## config.mk

```make
export PLATFORM = sky130hd
export DESIGN_NAME = snoop_loader
export DESIGN_NICKNAME = d
export VERILOG_FILES = /design/src/rtl/snoop_pkg.sv /design/src/rtl/snoop_timeout.sv /design/src/rtl/snoop_loader.sv
export SDC_FILE = /design/constraint.sdc
export NUM_CORES = 1
export LEC_CHECK = 0
export CAP_MARGIN = 15
export CORE_AREA = 2 2 132 70
export CTS_BUF_LIST = sky130_fd_sc_hd__clkbuf_2 sky130_fd_sc_hd__clkbuf_4 sky130_fd_sc_hd__clkbuf_8
export CTS_CLUSTER_SIZE = 12
export DETAILED_ROUTE_END_ITERATION = 8
export DIE_AREA = 0 0 134 72
export HOLD_SLACK_MARGIN = 0.15
export SLEW_MARGIN = 10
export SYNTH_ARGS = -nofsm -noshare
export SYNTH_HDL_FRONTEND = slang
export SYNTH_SLANG_ARGS = --single-unit
```

## constraint.sdc

```tcl
create_clock -name clk -period 3.9 [get_ports clk]
set_input_delay 0.39 -clock clk [delete_from_list [all_inputs] [get_ports clk]]
set_output_delay 0.39 -clock clk [all_outputs]
set_load 0.02 [all_outputs]
```

## src/rtl/snoop_pkg.sv

```systemverilog
// Shared definitions for the snoop loader: host command opcodes and the
// command-sequencer state encoding.
package snoop_pkg;

  localparam logic [7:0] OP_NOP    = 8'h00;
  localparam logic [7:0] OP_HALT   = 8'h01;
  localparam logic [7:0] OP_RUN    = 8'h02;
  localparam logic [7:0] OP_CLEAR  = 8'h03;
  localparam logic [7:0] OP_PWRITE = 8'h10;
  localparam logic [7:0] OP_MWRITE = 8'h20;
  localparam logic [7:0] OP_MREAD  = 8'h30;

  typedef enum logic [2:0] {
    S_IDLE      = 3'd0,
    S_GET_ADDR  = 3'd1,
    S_GET_COUNT = 3'd2,
    S_WDATA     = 3'd3,
    S_RADDR     = 3'd4,
    S_RWAIT     = 3'd5,
    S_RSEND     = 3'd6
  } state_t;

endpackage

```

## src/rtl/snoop_timeout.sv

```systemverilog
// Idle-cycle watchdog for the snoop loader.
// Ports:
//   i_clk, i_reset : clock, synchronous active-high reset
//   i_clear        : restart the count (byte accepted / read handshake)
//   i_enable       : count this cycle (waiting on the host); low also restarts
//   o_tick         : the count reaches all-ones at the coming edge
// TIMEOUT_BITS = 0 removes the counter and o_tick is tied low.
module snoop_timeout #(
  parameter int TIMEOUT_BITS = 16
) (
  input  logic i_clk,
  input  logic i_reset,
  input  logic i_clear,
  input  logic i_enable,
  output logic o_tick
);

  generate
    if (TIMEOUT_BITS > 0) begin : g_cnt
      localparam logic [TIMEOUT_BITS-1:0] LP_LAST = {TIMEOUT_BITS{1'b1}} - 1'b1;

      logic [TIMEOUT_BITS-1:0] r_count;

      always_ff @(posedge i_clk) begin
        if (i_reset || i_clear || !i_enable) begin
          r_count <= '0;
        end else begin
          r_count <= r_count + 1'b1;
        end
      end

      // Fire one cycle early so the abort lands on the edge where the count
      // becomes all-ones; a clear in the same cycle always wins.
      assign o_tick = i_enable && !i_clear && (r_count == LP_LAST);
    end else begin : g_none
      assign o_tick = 1'b0;
    end
  endgenerate

endmodule

```

## src/rtl/snoop_loader.sv

```systemverilog
// Host-side sequencer for the CPU core's snoop port. Byte commands from the
// host load program RAM, write/read data memory and control the core reset.
// Ports:
//   clk, reset            : clock, synchronous active-high reset
//   in_data/valid/ready   : command byte stream from host
//   out_data/valid/ready  : read-back byte stream to host
//   snoopa/snoopd         : snoop address / write data to core
//   snoopq                : snoop read data from core (core registers on negedge)
//   snoopm/snoopp         : data-memory / program-RAM write strobes (1 cycle)
//   cpu_reset             : core reset
//   busy                  : a command is in progress
//   error                 : sticky protocol error (cleared by CLEAR)
module snoop_loader #(
  parameter logic BOOT_HALTED  = 1'b1,
  parameter int   TIMEOUT_BITS = 16
) (
  input  logic       clk,
  input  logic       reset,
  input  logic [7:0] in_data,
  input  logic       in_valid,
  output logic       in_ready,
  output logic [7:0] out_data,
  output logic       out_valid,
  input  logic       out_ready,
  output logic [7:0] snoopa,
  output logic [7:0] snoopd,
  input  logic [7:0] snoopq,
  output logic       snoopm,
  output logic       snoopp,
  output logic       cpu_reset,
  output logic       busy,
  output logic       error
);

  import snoop_pkg::*;

  state_t     r_state,  w_state_nxt;
  logic [7:0] r_op,     w_op_nxt;
  logic [7:0] r_addr,   w_addr_nxt;
  logic [7:0] r_count,  w_count_nxt;
  logic [7:0] r_snoopa, w_snoopa_nxt;
  logic [7:0] r_snoopd, w_snoopd_nxt;
  logic       r_snoopm, w_snoopm_nxt;
  logic       r_snoopp, w_snoopp_nxt;
  logic [7:0] r_out_data,  w_out_data_nxt;
  logic       r_out_valid, w_out_valid_nxt;
  logic       r_cpu_reset, w_cpu_reset_nxt;
  logic       r_error,     w_error_nxt;

  logic w_in_fire;
  logic w_out_fire;
  logic w_last;
  logic w_to_enable;
  logic w_to_tick;

  assign in_ready   = (r_state == S_IDLE)     || (r_state == S_GET_ADDR) ||
                      (r_state == S_GET_COUNT) || (r_state == S_WDATA);
  assign w_in_fire  = in_valid && in_ready;
  assign w_out_fire = r_out_valid && out_ready;
  // Count 0 encodes 256: decrementing from 0 wraps to 255 and the block ends at 1.
  assign w_last     = (r_count == 8'd1);

  // Only states that wait on the host may time out.
  assign w_to_enable = (r_state == S_GET_ADDR) || (r_state == S_GET_COUNT) ||
                       (r_state == S_WDATA)    || (r_state == S_RSEND);

  snoop_timeout #(
    .TIMEOUT_BITS(TIMEOUT_BITS)
  ) u_timeout (
    .i_clk    (clk),
    .i_reset  (reset),
    .i_clear  (w_in_fire || w_out_fire),
    .i_enable (w_to_enable),
    .o_tick   (w_to_tick)
  );

  always_ff @(posedge clk) begin
    if (reset) begin
      r_state     <= S_IDLE;
      r_snoopa    <= 8'h00;
      r_snoopd    <= 8'h00;
      r_snoopm    <= 1'b0;
      r_snoopp    <= 1'b0;
      r_out_data  <= 8'h00;
      r_out_valid <= 1'b0;
      r_cpu_reset <= BOOT_HALTED;
      r_error     <= 1'b0;
    end else begin
      r_state     <= w_state_nxt;
      r_snoopa    <= w_snoopa_nxt;
      r_snoopd    <= w_snoopd_nxt;
      r_snoopm    <= w_snoopm_nxt;
      r_snoopp    <= w_snoopp_nxt;
      r_out_data  <= w_out_data_nxt;
      r_out_valid <= w_out_valid_nxt;
      r_cpu_reset <= w_cpu_reset_nxt;
      r_error     <= w_error_nxt;
    end
  end

  // Command operands are always written before they are used.
  always_ff @(posedge clk) begin
    r_op    <= w_op_nxt;
    r_addr  <= w_addr_nxt;
    r_count <= w_count_nxt;
  end

  always_comb begin
    w_state_nxt     = r_state;
    w_op_nxt        = r_op;
    w_addr_nxt      = r_addr;
    w_count_nxt     = r_count;
    w_snoopa_nxt    = r_snoopa;
    w_snoopd_nxt    = r_snoopd;
    w_snoopm_nxt    = 1'b0;
    w_snoopp_nxt    = 1'b0;
    w_out_data_nxt  = r_out_data;
    w_out_valid_nxt = r_out_valid;
    w_cpu_reset_nxt = r_cpu_reset;
    w_error_nxt     = r_error;

    case (r_state)
      S_IDLE: begin
        if (w_in_fire) begin
          case (in_data)
            OP_NOP:   ;
            OP_HALT:  w_cpu_reset_nxt = 1'b1;
            OP_RUN:   w_cpu_reset_nxt = 1'b0;
            OP_CLEAR: w_error_nxt     = 1'b0;
            OP_PWRITE, OP_MWRITE, OP_MREAD: begin
              // Memory access is only safe with the core held in reset.
              w_op_nxt        = in_data;
              w_cpu_reset_nxt = 1'b1;
              w_state_nxt     = S_GET_ADDR;
            end
            default:  w_error_nxt     = 1'b1;
          endcase
        end
      end
      S_GET_ADDR: begin
        if (w_in_fire) begin
          w_addr_nxt  = in_data;
          w_state_nxt = S_GET_COUNT;
        end
      end
      S_GET_COUNT: begin
        if (w_in_fire) begin
          w_count_nxt = in_data;
          w_state_nxt = (r_op == OP_MREAD) ? S_RADDR : S_WDATA;
        end
      end
      S_WDATA: begin
        if (w_in_fire) begin
          w_snoopa_nxt = r_addr;
          w_snoopd_nxt = in_data;
          if (r_op == OP_PWRITE) begin
            w_snoopp_nxt = 1'b1;
          end else begin
            w_snoopm_nxt = 1'b1;
          end
          w_addr_nxt  = r_addr + 8'd1;
          w_count_nxt = r_count - 8'd1;
          if (w_last) begin
            w_state_nxt = S_IDLE;
          end
        end
      end
      S_RADDR: begin
        // Address is presented during RWAIT; the core samples it on that
        // cycle's negedge so snoopq is ready at the RWAIT->RSEND edge.
        w_snoopa_nxt = r_addr;
        w_state_nxt  = S_RWAIT;
      end
      S_RWAIT: begin
        w_out_data_nxt  = snoopq;
        w_out_valid_nxt = 1'b1;
        w_state_nxt     = S_RSEND;
      end
      S_RSEND: begin
        if (w_out_fire) begin
          w_out_valid_nxt = 1'b0;
          w_addr_nxt      = r_addr + 8'd1;
          w_count_nxt     = r_count - 8'd1;
          w_state_nxt     = w_last ? S_IDLE : S_RADDR;
        end
      end
      default: w_state_nxt = S_IDLE;
    endcase

    if (w_to_tick) begin
      w_state_nxt     = S_IDLE;
      w_error_nxt     = 1'b1;
      w_out_valid_nxt = 1'b0;
      w_snoopm_nxt    = 1'b0;
      w_snoopp_nxt    = 1'b0;
    end
  end

  assign out_data  = r_out_data;
  assign out_valid = r_out_valid;
  assign snoopa    = r_snoopa;
  assign snoopd    = r_snoopd;
  assign snoopm    = r_snoopm;
  assign snoopp    = r_snoopp;
  assign cpu_reset = r_cpu_reset;
  assign busy      = (r_state != S_IDLE);
  assign error     = r_error;

endmodule

```

== Word-level counts from Yosys, hierarchy flattened ==
Index checks and enable logic that the tools add are counted.

* Bits in registers: 72
* Input bits: 20
* Output and inout port bits: 31
* Word-level logic and storage cells: 109

* $add $sub $neg: 3
* Eq/ne operators: 24
* Multiplexer cells: 28
* Bitwise gates (word level): 2
* Reduce and logical (&&, ||, !) cells: 39

{| class="wikitable"
|+ Operators with widths
! operator !! number
|-
| $mux W8 || 6
|-
| $pmux W8 S3 || 2
|-
| $mux W3 || 9
|-
| $eq A8 B6 Y1 const B || 3
|-
| $pmux W3 S7 || 1
|-
| $add A16 B1 Y16 const B || 1
|-
| $eq A16 B16 Y1 const B || 1
|-
| $eq A8 B1 Y1 const B || 2
|-
| $eq A8 B2 Y1 const B || 2
|-
| $eq A8 B5 Y1 const B || 2
|-
| $pmux W8 S2 || 1
|-
| $ne A2 B2 Y1 const B || 6
|-
| $reduce_bool A2 Y1 || 5
|-
| $eq A3 B3 Y1 const B || 3
|-
| $logic_or A1 B1 Y1 || 9
|-
| $reduce_and A3 Y1 || 3
|-
| $reduce_bool A3 Y1 || 3
|-
| $add A8 B1 Y8 const B || 1
|-
| $logic_not A8 Y1 || 1
|-
| $reduce_and A4 Y1 || 2
|-
| $reduce_or A4 Y1 || 2
|-
| $sub A8 B1 Y8 const B || 1
|-
| $reduce_and A7 Y1 || 1
|-
| $eq A3 B2 Y1 const B || 2
|-
| 12 further kinds || 27
|}

== Longest topological paths before layout ==
Gate-level depths: netlist of run 1.

* Depth in word-level cells: 11
* Gate-level depth with buffers: 6
* Depth with buffers taken out: 6

== Modules after synthesis ==
From an unflattened synthesis of run 1, not the netlist that was laid out.

* Cell total of the unflattened synthesis: 346
* Area total of the unflattened synthesis: 3289.4 µm²

{| class="wikitable"
|+ Modules (own cells, without submodules)
! module !! times used !! cells each !! area an instance (µm²) !! seq. area each (µm²)
|-
| snoop_loader || 1 || 260 || 2506.2 || 1361.3
|-
| snoop_timeout || 1 || 86 || 783.3 || 320.3
|}

== Worst setup path before layout of run 1 ==
No wires, ideal clock.

* Path kind: register to register
* Start point: register r_state[1]
* End point: register r_addr[0] (enable)
* Setup time: 0.387 ns
* Arrival: 1.474 ns
* Data required time: 3.513 ns
* Setup slack: 2.040 ns
* Cell stages (with the launch flop): 5
* Buffers on the path: 2
* Period minus slack after synthesis: 1.860 ns
* Cells stage by stage: dfxtp_1 buf_6 clkbuf_1 nand2_1 o31ai_1

* Word-level cells in the longest chain between the ends: 7
* Elaborated cells between the ends (all ways): 14
* Those cells by class: 7 x eq/ne; 7 x reduce/logical

{| class="wikitable"
|+ Ends and longest elaborated chain
! what !! line !! RTL
|-
| start, declared || snoop_loader.sv:37 || <nowiki>state_t r_state, w_state_nxt;</nowiki>
|-
| start signal, assigned || snoop_loader.sv:89 || <nowiki>r_state <= w_state_nxt;</nowiki>
|-
| $eq A3 B1 Y1 or $logic_not A3 Y1 (tied branches) || snoop_loader.sv:56, snoop_loader.sv:122 ||
|-
| $logic_or A1 B1 Y1 (2 in series) || snoop_loader.sv:56 || <nowiki>assign in_ready = (r_state == S_IDLE) || (r_state == S_GET_ADDR) ||</nowiki>
|-
| $logic_or A1 B1 Y1 || snoop_loader.sv:57 || <nowiki>(r_state == S_GET_COUNT) || (r_state == S_WDATA);</nowiki>
|-
| $logic_and A1 B1 Y1 || snoop_loader.sv:58 || <nowiki>assign w_in_fire = in_valid && in_ready;</nowiki>
|-
| $ne A2 B2 Y1 (no line) || -- ||
|-
| $reduce_and A4 Y1 (no line) * || -- ||
|-
| end signal, assigned || snoop_loader.sv:104 || <nowiki>r_addr <= w_addr_nxt;</nowiki>
|-
| end, declared || snoop_loader.sv:39 || <nowiki>logic [7:0] r_addr, w_addr_nxt;</nowiki>
|}

Every way passes the cells marked *; elsewhere a longest branch is shown, timed or not.
A chain may end at the register's enable or synchronous reset.

== Worst setup path in the final report of run 1 ==
* Start point: register r_state[1]
* End point: output port busy

* Word-level cells in the longest chain between the ends: 1

{| class="wikitable"
|+ Ends and longest elaborated chain
! what !! line !! RTL
|-
| $reduce_bool A3 Y1 || snoop_loader.sv:206 || <nowiki>assign busy = (r_state != S_IDLE);</nowiki>
|-
| end, declared || snoop_loader.sv:31 || <nowiki>output logic busy,</nowiki>
|}

No other way between the ends.

==> key figures, run 1 <==
Run status
  – Status: finished, final reports clean

Yosys
  – Post-synthesis instance total: 345
  – Synth Area in Compound Gates: 0.130
  – Synth Flop Type: dfxtp_1
  – Seq cells post-synth: 72
  – Synth Area in Simple Gates: 0.223
  – Yosys top cell by area: dfxtp_1
  – Net Count, Synth: 370
  – Sequential element share of the synthesized area: 0.507
  – Synthesized-area fraction occupied by adder cells: 0.0189
  – Avg Inst Size Synth: 9.61 um^2
  – Xor/xnor cell area share of the yosys netlist: 0.0581
  – Multiplexer area fraction after synthesis: 0.0276
  – Post-synthesis async set-or-reset flop share: 0
  – Library cells used by synthesis: 54
  – Yosys top cell area share: 0.290
  – Top area cells in the synthesized netlist: dfxtp_1, edfxtp_1, nand2_1
  – Syn. warnings: 0
  – Largest family of logic cells by synthesized area: simple AND/OR/NAND/NOR gates
  – Synth Cell Area: 0.00331 mm^2
  – Number of synthesized flops with an enable pin: 24

Setup path
  – Reg2Reg Setup Slack: 1770 ps
  – Worst Path Arrival: 1890 ps
  – RR Startpoint: r_state[2]
  – Reg2Reg Depth: 4
  – Worst Path Max Fanout: 19
  – Crit. End Element: primary output
  – Terminus of the critical flop-to-flop path: r_addr[7]
  – CP bufs+invs: 1
  – Worst setup SP type: flop
  – CP peak stage delay: ~700 ps
  – Worst Path Required: 3510 ps
  – Critical path cell sequence: or3_1 > clkdlybuf4s50_1
  – Setup CP Type: flop to primary output
  – CP delay by family, top: flip-flops
  – CP max stage cell: dfxtp_1

GRT
  – Pin count of the biggest net entering global routing: 29
  – Vias in the first global route: 2547
  – Gr usage total: 0.181
  – Grt total ovfl: 0
  – First-pass GRT wire length: 13.3 mm
  – Number of antenna violations at the first check in global routing: 0

Route
  – WL per Instance: ~16 um
  – Initial DRC Count: roughly 300
  – Highest Signal Layer: met4
  – Total wire length: between 8 and 9 mm
  – ANT nets after route: 0
  – Vias: 2652
  – DRC viols: 0
  – DR WL met2: 2.87 mm
  – DRT Pass-1 Iters: 4
  – Vias per cell: 5.14
  – Met3 routed WL: between 500 and 600 um
  – WL met1: approximately 4.7 mm

Final layout
  – Ratio of cells with drive above 1 in the final layout: 0.0752
  – Final non-filler cell total: 516
  – Commonest non-fill, non-tap cell in the layout: nand2_1
  – # nets final: 419
  – FILL cells: 824
  – P&R area growth vs syn: 24.2%
  – Diodes inserted: 0
  – Commonest non-fill, non-tap cells in the layout: nand2_1, clkdlybuf4s50_1, dfxtp_1

Placed design
  – Routability congestion estimate from global placement: 0.829
  – Dpl hpwl: 5.81 mm
  – # placed instances: 500
  – I/O Buffers: 50

STA
  – Endpoints failing setup: 0
  – Clock Skew: 9.97 ps
  – RSZ-0062 raised after global routing: false
  – Worst-margin pin slew: 717 ps
  – Setup_tns: 0 ps
  – Min Tclk post-route: 2280 ps
  – Max frequency: roughly 0.44 GHz
  – Slew Limit Fails: 0
  – Worst slew margin: 0.521
  – Final Hold Fails: 0
  – Final period utilization: 0.583

Clock tree
  – Post-CTS Setup Repair Bufs: 0
  – Post-CTS Resized: 0
  – Hold_buf cts: 0
  – CTS tree: done
  – CTS sink count: 72
  – Worst-Skew Late Latency: 350 ps
  – Total CTS buffers: 9
  – Clk pin slew, worst setup/hold paths: about 80 ps
  – CTS max path bufs: 2
  – Clock root buffer master: clkbuf_8
  – CTS H-tree depth: 3

Die
  – Die height: around 70 um
  – Cell Rows: 24
  – Starting Density: 0.393
  – Die footprint: 0.00965 mm^2
  – Core area: around 0.0084 mm^2
  – Die width: 134 um
  – IO Count: 51

Power
  – Maximum vdd drop: ~0.18 mV
  – Leakage: 0.00142 uW
  – Power Dens Cells: 462 mW/mm^2

Hold path
  – Worst Hold Depth: 2
  – HP Class: flop to flop
  – Hold endpoint: out_data[6]
  – Hold Startpoint: out_data[6]

Flow run
  – Max-cap check violation count: 0
## through the flow
| step | instance area (um^2) | utilization | hold slack (ps) | power, uW | setup slack, ps |
|---|---|---|---|---|---|
| final | 4120 | 0.488 | 458 | 1900 | 1620 |
| after global routing | 4120 | 0.488 | 483 | 1990 | 1520 |
| after CTS | 4120 | 0.488 | 463 | 1920 | 1600 |
| after detailed placement | 3890 | 0.461 | 448 | 1250 | 1570 |
| after global placement | 3890 | 0.461 | 438 | 1250 | 1650 |
| after floorplan | 3310 | - | 425 | 1130 | 2040 |
## final cells by class
class                      count  area [um^2]  share of cell area
multi-input combinational    251         1520               0.369
clock inverter                 5         78.8              0.0192
clock buffer                  11          145              0.0353
timing repair buffer          52          515               0.125
sequential                    72         1680               0.409
tap                          117          146              0.0356
inverter                       8         30.0             0.00730
## cells in the mapped netlist (6+ instances only)
cell and n:
o21ai_0 6, xnor2_1 8, mux2i_1 8, nor2_1 37, xor2_1 14, a21oi_1 37
edfxtp_1 24, nand4_1 6, nand3_1 10, dfxtp_1 48, or3_1 7, nand2_1 52
inv_1 8
## tightest hold or removal path: cells and delay by family, from the launching register on
kind | cells | cell delay [ps]
compound gates | 1 | 50
flops | 1 | 310
simple gates | 1 | 50
## how the worst max path moves through the flow
stage	cells after the start	endpoint	slack, ps	from
6_report	2	busy	1620	r_state[1]
5_1_grt	2	busy	1520	r_state[1]
4_1_cts	2	busy	1600	r_state[1]
3_5_place_dp	3	r_op[7]	1570	in_valid
3_3_place_gp	3	r_op[2]	1650	in_valid
2_1_floorplan	4	r_addr[0]	2040	r_state[1]
## flip-flops by register name, indices dropped and copies added, names as in the netlist, 3 cells and up
signal,flops
r_op,8
u_timeout.g_cnt.r_count,16
r_state,3
r_addr,8
out_data,8
r_count,8
snoopd,8
snoopa,8
## logic make-up after synthesis
| logic type | after synthesis |
|---|---|
| AOI/OAI and AO/OA | 70 |
| DFF | 72 |
| xor gates and xnor gates | 22 |
| buffers and inverters | 22 |
| and+or+nand+nor | 145 |
| adders and majority gates | 5 |
| muxes | 9 |
## routing by layer
layer / track usage / vias to the layer above
met4: 0.0615 / 0
met5: 0 / -
met3: 0.0608 / 2
met2: 0.223 / 79
li1: - / 1319
met1: 0.284 / 1252
## power breakdown
group | total, uW | switching [uW] | leakage, uW | internal [uW]
registers | 887 | 64.9 | 0.000603 | 822
clock network | 664 | 279 | 0.000117 | 385
logic | 352 | 195 | 0.000701 | 157
Power figures use the tool's default switching activity.
==> run 2: changes to the inputs <==
==> constraint.sdc (replaced) <==
create_clock -name clk -period 2.08 [get_ports clk]
set_input_delay 0.208 -clock clk [delete_from_list [all_inputs] [get_ports clk]]
set_output_delay 0.208 -clock clk [all_outputs]
set_load 0.02 [all_outputs]
==> run 2 against run 1 <==
Core utilization up 1.0 points. Global-route usage grew 0.53 points. Largest cell class unchanged. Flip-flop and latch count unchanged. Combinational power grew 110%. Wire length rose by 1.9%. Non-clock buffer count is 14 higher. Critical path type unchanged.
==> key figures, run 2 (synthesis gave the netlist of run 1 again) <==
GRT
  – Grt total ovfl: 0 (unchanged)
  – Number of antenna violations at the first check in global routing: 0 (unchanged)
  – Pin count of the biggest net entering global routing: 27 (-6.9%)
  – First-pass GRT wire length: 13.7 mm (+3.2%)
  – Gr usage total: 0.186 (+0.00534)
  – Vias in the first global route: 2607 (+2.4%)

Placed design
  – Area after DPL: 0.00401 mm^2 (+3.0%)
  – # placed instances: 514 (+2.8%)
  – Routability congestion estimate from global placement: 0.826 (-0.33%)
  – I/O Buffers: 50 (unchanged)
  – Dpl hpwl: 6.14 mm (+5.8%)

Clock tree
  – CTS tree: done
  – CTS max path bufs: 2 (unchanged)
  – CTS H-tree depth: 3 (unchanged)
  – CTS sink count: 72 (unchanged)
  – Clock root buffer master: clkbuf_8
  – Worst-Skew Late Latency: 350 ps (about the same)
  – Hold_buf cts: 0 (unchanged)
  – Clk pin slew, worst setup/hold paths: 80 ps (about the same)
  – Total CTS buffers: 9 (unchanged)

Final layout
  – P&R area growth vs syn: 26.7%
  – Max reg flops: 16 (unchanged)
  – Commonest non-fill, non-tap cells in the layout: nand2_1, clkdlybuf4s50_1, dfxtp_1
  – Final non-filler cell total: 530 (+2.7%)
  – Largest register by flop count: u_timeout.g_cnt.r_count
  – Ratio of cells with drive above 1 in the final layout: 0.107 (+0.0313)
  – # nets final: 433 (+3.3%)
  – Design Area, Final: 0.00420 mm^2 (+2.1%)
  – Diodes inserted: 0 (unchanged)
  – FILL cells: 791 (-4.0%)
  – Utilization after layout: 0.498 (+0.0101)
  – Commonest non-fill, non-tap cell in the layout: nand2_1

Die
  – IO Count: 51 (unchanged)
  – Cell Rows: 24 (unchanged)
  – Die footprint: 0.00965 mm^2 (unchanged)
  – Core area: 0.00844 mm^2 (unchanged)
  – Die height: 72 um (unchanged)
  – Starting Density: 0.393 (unchanged)
  – Die width: 134 um (unchanged)

Setup path
  – Worst setup SP type: flop
  – CP bufs+invs: 2 (+1)
  – Critical path cell sequence: buf_4 > or3_1 > dlygate4sd2_1
  – Worst Path Arrival: 1660 ps (-230 ps)
  – Setup CP Type: flop to primary output
  – Worst Path Max Fanout: 8 (-11)
  – CP max stage cell: or3_1
  – Worst Path Required: 1870 ps (-1640 ps)
  – CP delay by family, top: buffers and inverters
  – Crit. End Element: primary output
  – CP peak stage delay: 400 ps (-300 ps)

STA
  – Worst-margin pin slew: 551 ps (-166 ps)
  – Clock Skew: 6.96 ps (-3.01 ps)
  – Min Tclk post-route: approximately 1900 ps
  – RSZ-0062 raised after global routing: false
  – Final period utilization: 0.900
  – Slew Limit Fails: 0 (unchanged)
  – Max frequency: 0.534 GHz
  – Worst slew margin: 0.631 (+0.110)
  – Setup_tns: 0 ps (unchanged)
  – Endpoints failing setup: 0 (unchanged)
  – Final Hold Fails: 0 (unchanged)

Power
  – Share of total power in the clock network: 0.319 (-0.030)
  – Maximum vdd drop: 0.418 mV (+130%)
  – Power Dens Cells: 825 mW/mm^2 (+78%)
  – Leakage: 0.00148 uW (+4.2%)
  – Net Sw Power: 1050 uW (+94%)
  – Int Pwr: 2420 uW (+77%)
  – Sequential Power Share: 0.472 (+0.006)
  – Sw frac: 0.302 (+0.0186)
  – Logic pwr share: 0.209 (+0.024)

Flow run
  – Max-cap check violation count: 0 (unchanged)

Run status
  – Status: finished, final reports clean

Hold path
  – HP Class: input pin to flop

Route
  – WL per Instance: 15.6 um (-0.76%)
  – Vias: 2728 (+2.9%)
  – DRT Pass-1 Iters: 4 (unchanged)
  – Vias per cell: 5.15 (+0.15%)
  – Total wire length: 8.26 mm (+1.9%)
  – ANT nets after route: 0 (unchanged)
  – DRC viols: 0 (unchanged)
  – Initial DRC Count: 246 (-18%)
[run 2: power groups by stage]
stage	clock network [uW]	registers, uW	logic, uW
finish	1110	1640	725
global route	1200	1660	791
CTS	1150	1630	727
detailed placement	0	1660	732
global placement	0	1660	727
floorplan	0	1660	459
[run 2: final cells by class]
cell class	instances	area, um^2	area share
clock buffer	9	124	0.0295
clock inverter	7	67.6	0.0161
inverter	8	30.0	0.00715
multi-input combinational	251	1520	0.361
sequential	72	1680	0.401
tap	117	146	0.0349
timing repair buffer	66	632	0.150
[run 2: worst register-to-register path, cell delays in order, from the launching register on]
cell	delay, ps
dfxtp_1	370
buf_4	190
nor4b_2	360
and4_1	470
[run 2: what timing repair did]
action,CTS,global route
setup endpoints to repair,1,0
setup buffers,0,0
resized for setup,2,0
[run 2: per-layer routing]
metal,share of wire,up-vias,wire (um),track usage
met5,0,-,0,0
met4,0.0019,0,16,0.0508
met3,0.076,2,628,0.0622
met2,0.37,85,3090,0.237
met1,0.55,1288,4530,0.292
li1,-,1353,-,-
[run 2: metrics by stage]
stage	setup slack (ps)	total power [uW]	hold WS, ps
finish	209	3470	405
floorplan	220	2120	307
CTS	190	3510	384
global route	149	3650	410
detailed placement	107	2400	444
global placement	137	2390	437
[run 2: path summary, 6_finish.rpt]
kind,start,end,slack (ps),cells after the start
worst max-delay path,r_state[2],busy,210,3
worst min-delay path,snoopq[6],out_data[6],410,3
worst max register to register,r_state[2],r_op[1],350,3
worst min register to register,out_data[2],out_data[2],460,2
==> run 3: changes to the inputs <==
--- a/config.mk
+++ b/config.mk
@@ -12,6 +12,7 @@
 export DETAILED_ROUTE_END_ITERATION = 8
 export DIE_AREA = 0 0 134 72
 export HOLD_SLACK_MARGIN = 0.15
+export RECOVER_POWER = 100
 export SLEW_MARGIN = 10
 export SYNTH_ARGS = -nofsm -noshare
 export SYNTH_HDL_FRONTEND = slang
==> run 3 against run 2 <==
Power down 1.3%. Sequential share of layout area up 0.41 points. Cell area down 1.0%. Critical endpoint unchanged. Wire length up 0.11%. Sequential power about the same.
==> key figures, run 3 (synthesis gave the netlist of run 1 again) <==
Run status
  – Status: finished, final reports clean

Final layout
  – Commonest non-fill, non-tap cells in the layout: nand2_1, dfxtp_1, nor2_1, a21oi_1, dlygate4sd3_1
  – Diodes inserted: 0 (unchanged)
  – Ratio of cells with drive above 1 in the final layout: 0.0920 (-0.0145)
  – Largest register by flop count: u_timeout.g_cnt.r_count
  – Commonest non-fill, non-tap cell in the layout: nand2_1
  – Max reg flops: 16 (unchanged)
  – # nets final: 433 (unchanged)
  – P&R area growth vs syn: 25.4%

STA
  – Clock Skew: 5.95 ps (-1.01 ps)
  – RSZ-0062 raised after global routing: false
  – Worst slew margin: 0.558 (-0.0732)
  – Setup_tns: 0 ps (unchanged)
  – Endpoints failing setup: 0 (unchanged)
  – Worst-margin pin slew: 656 ps (+105 ps)
  – Final worst hold slack: 402 ps (-3.29 ps)
  – Final Hold Fails: 0 (unchanged)
  – Final period utilization: 0.898 (-0.00215)
  – Max frequency: 0.536 GHz (+0.24%)
  – Min Tclk post-route: 1870 ps (-4.47 ps)
  – Slew Limit Fails: 0 (unchanged)

Clock tree
  – CTS sink count: 72 (unchanged)
  – CTS max path bufs: 2 (unchanged)
  – Clk pin slew, worst setup/hold paths: 80 ps (about the same)
  – Hold_buf cts: 0 (unchanged)
  – Total CTS buffers: 9 (unchanged)
  – CTS H-tree depth: 3 (unchanged)
  – Worst-Skew Late Latency: 360 ps (about the same)
  – CTS tree: done
  – Clock root buffer master: clkbuf_8

Route
  – DRT Pass-1 Iters: 5 (+1)
  – ANT nets after route: 0 (unchanged)
  – WL per Instance: 15.6 um (+0.11%)
  – Vias: 2754 (+0.95%)
  – Initial DRC Count: 215 (-13%)
  – DRC viols: 0 (unchanged)
  – Total wire length: 8.27 mm (+0.11%)
  – Vias per cell: 5.20 (+0.95%)

Hold path
  – Worst Hold Depth: 3 (unchanged)
  – Hold Startpoint: snoopq[2]
  – HP Class: input pin to flop

Setup path
  – Worst Path Max Fanout: 8 (unchanged)
  – CP bufs+invs: 2 (unchanged)
  – Crit. End Element: primary output
  – Worst setup SP type: flop
  – RR Startpoint: r_state[0]
  – WP depth: 3 (unchanged)
  – Critical path cell sequence: buf_4 > or3_1 > dlygate4sd2_1
  – Reg2Reg Depth: 6 (+3)
  – CP peak stage delay: 400 ps (about the same)
  – Worst Path Arrival: 1660 ps (about the same)
  – CP max stage cell: or3_1
  – CP delay by family, top: buffers and inverters
  – CP startpoint: r_state[2]
  – Worst Path Required: 1870 ps (about the same)
  – Setup CP Type: flop to primary output

GRT
  – Grt total ovfl: 0 (unchanged)
  – Gr usage total: 0.186 (unchanged)
  – Vias in the first global route: 2607 (unchanged)
  – Pin count of the biggest net entering global routing: 27 (unchanged)
  – Number of antenna violations at the first check in global routing: 0 (unchanged)
  – First-pass GRT wire length: 13.7 mm (unchanged)

Power
  – Power Dens Cells: 823 mW/mm^2 (-0.30%)
  – Maximum vdd drop: 0.413 mV (-1.3%)
  – Leakage: 0.00155 uW (+4.8%)

Placed design
  – Dpl hpwl: 6.14 mm (unchanged)
  – Routability congestion estimate from global placement: 0.826 (unchanged)
  – I/O Buffers: 50 (unchanged)

Flow run
  – Max-cap check violation count: 0 (unchanged)

Die
  – Die height: 72 um (unchanged)
  – Die width: 134 um (unchanged)
  – Starting Density: 0.393 (unchanged)
  – Core area: 0.00844 mm^2 (unchanged)
  – Die footprint: 0.00965 mm^2 (unchanged)
  – Cell Rows: 24 (unchanged)
  – IO Count: 51 (unchanged)
[run 3: cell types whose count changed in the layout (fill, tap and decap cells not counted), moves of 2 or more]
cell             delta
buf_4               -4
clkbuf_1            +4
clkdlybuf4s50_1    -37
dlygate4sd3_1      +37
o21ai_0             +2
o21ai_1             -2
[run 3: repair_timing]
action                                  4_1_cts  5_1_grt
endpoints found under the setup margin        1        0
gates resized for setup                       2        0
setup buffers                                 0        0
[run 3: path summary, 6_finish.rpt]
check | slack, ps | endpoint
worst max-delay path | 210 | busy
worst min-delay path | 400 | out_data[2]
worst max register to register | 250 | r_addr[6]
worst min register to register | 450 | out_data[2]
[run 3: worst register-to-register path, cell delays in order, from the launching register on]
cell      delay, ps
dfxtp_1         340
buf_4           180
nor2b_1         160
o21a_1          180
clkbuf_2        260
nor2_1          350
a21oi_1          90
[run 3: area by class of cell]
type | instances | area, um^2
fill | 800 | 4280
sequential | 72 | 1680
multi-input combinational | 251 | 1510
timing repair buffer | 66 | 602
tap | 117 | 146
clock buffer | 9 | 124
clock inverter | 7 | 67.6
inverter | 8 | 30.0
[run 3: through the flow]
step / setup WS, ps / utilization / cells / cell area (um^2) / power, uW
floorplan: 220 / - / 345 / 3310 / 2120
global placement: 137 / 0.475 / 514 / 4010 / 2390
detailed placement: 107 / 0.475 / 514 / 4010 / 2400
CTS: 190 / 0.498 / 530 / 4200 / 3510
global route: 92.0 / 0.493 / 530 / 4160 / 3600
finish: 213 / 0.493 / 530 / 4160 / 3420
[run 3: power breakdown]
part	switching, uW	internal [uW]	leakage, uW	total [uW]
Combinational	393	288	0.000851	681
Clock	552	553	0.0000979	1100
Sequential	92.6	1540	0.000604	1630
Total	1040	2380	0.00155	3420
[run 3: metal layers]
layer / up-vias / track usage / share of wire
li1: 1353 / - / -
met2: 102 / 0.237 / 0.37
met1: 1292 / 0.292 / 0.54
met3: 7 / 0.0622 / 0.083
met4: 0 / 0.0508 / 0.0056
met5: - / 0 / 0
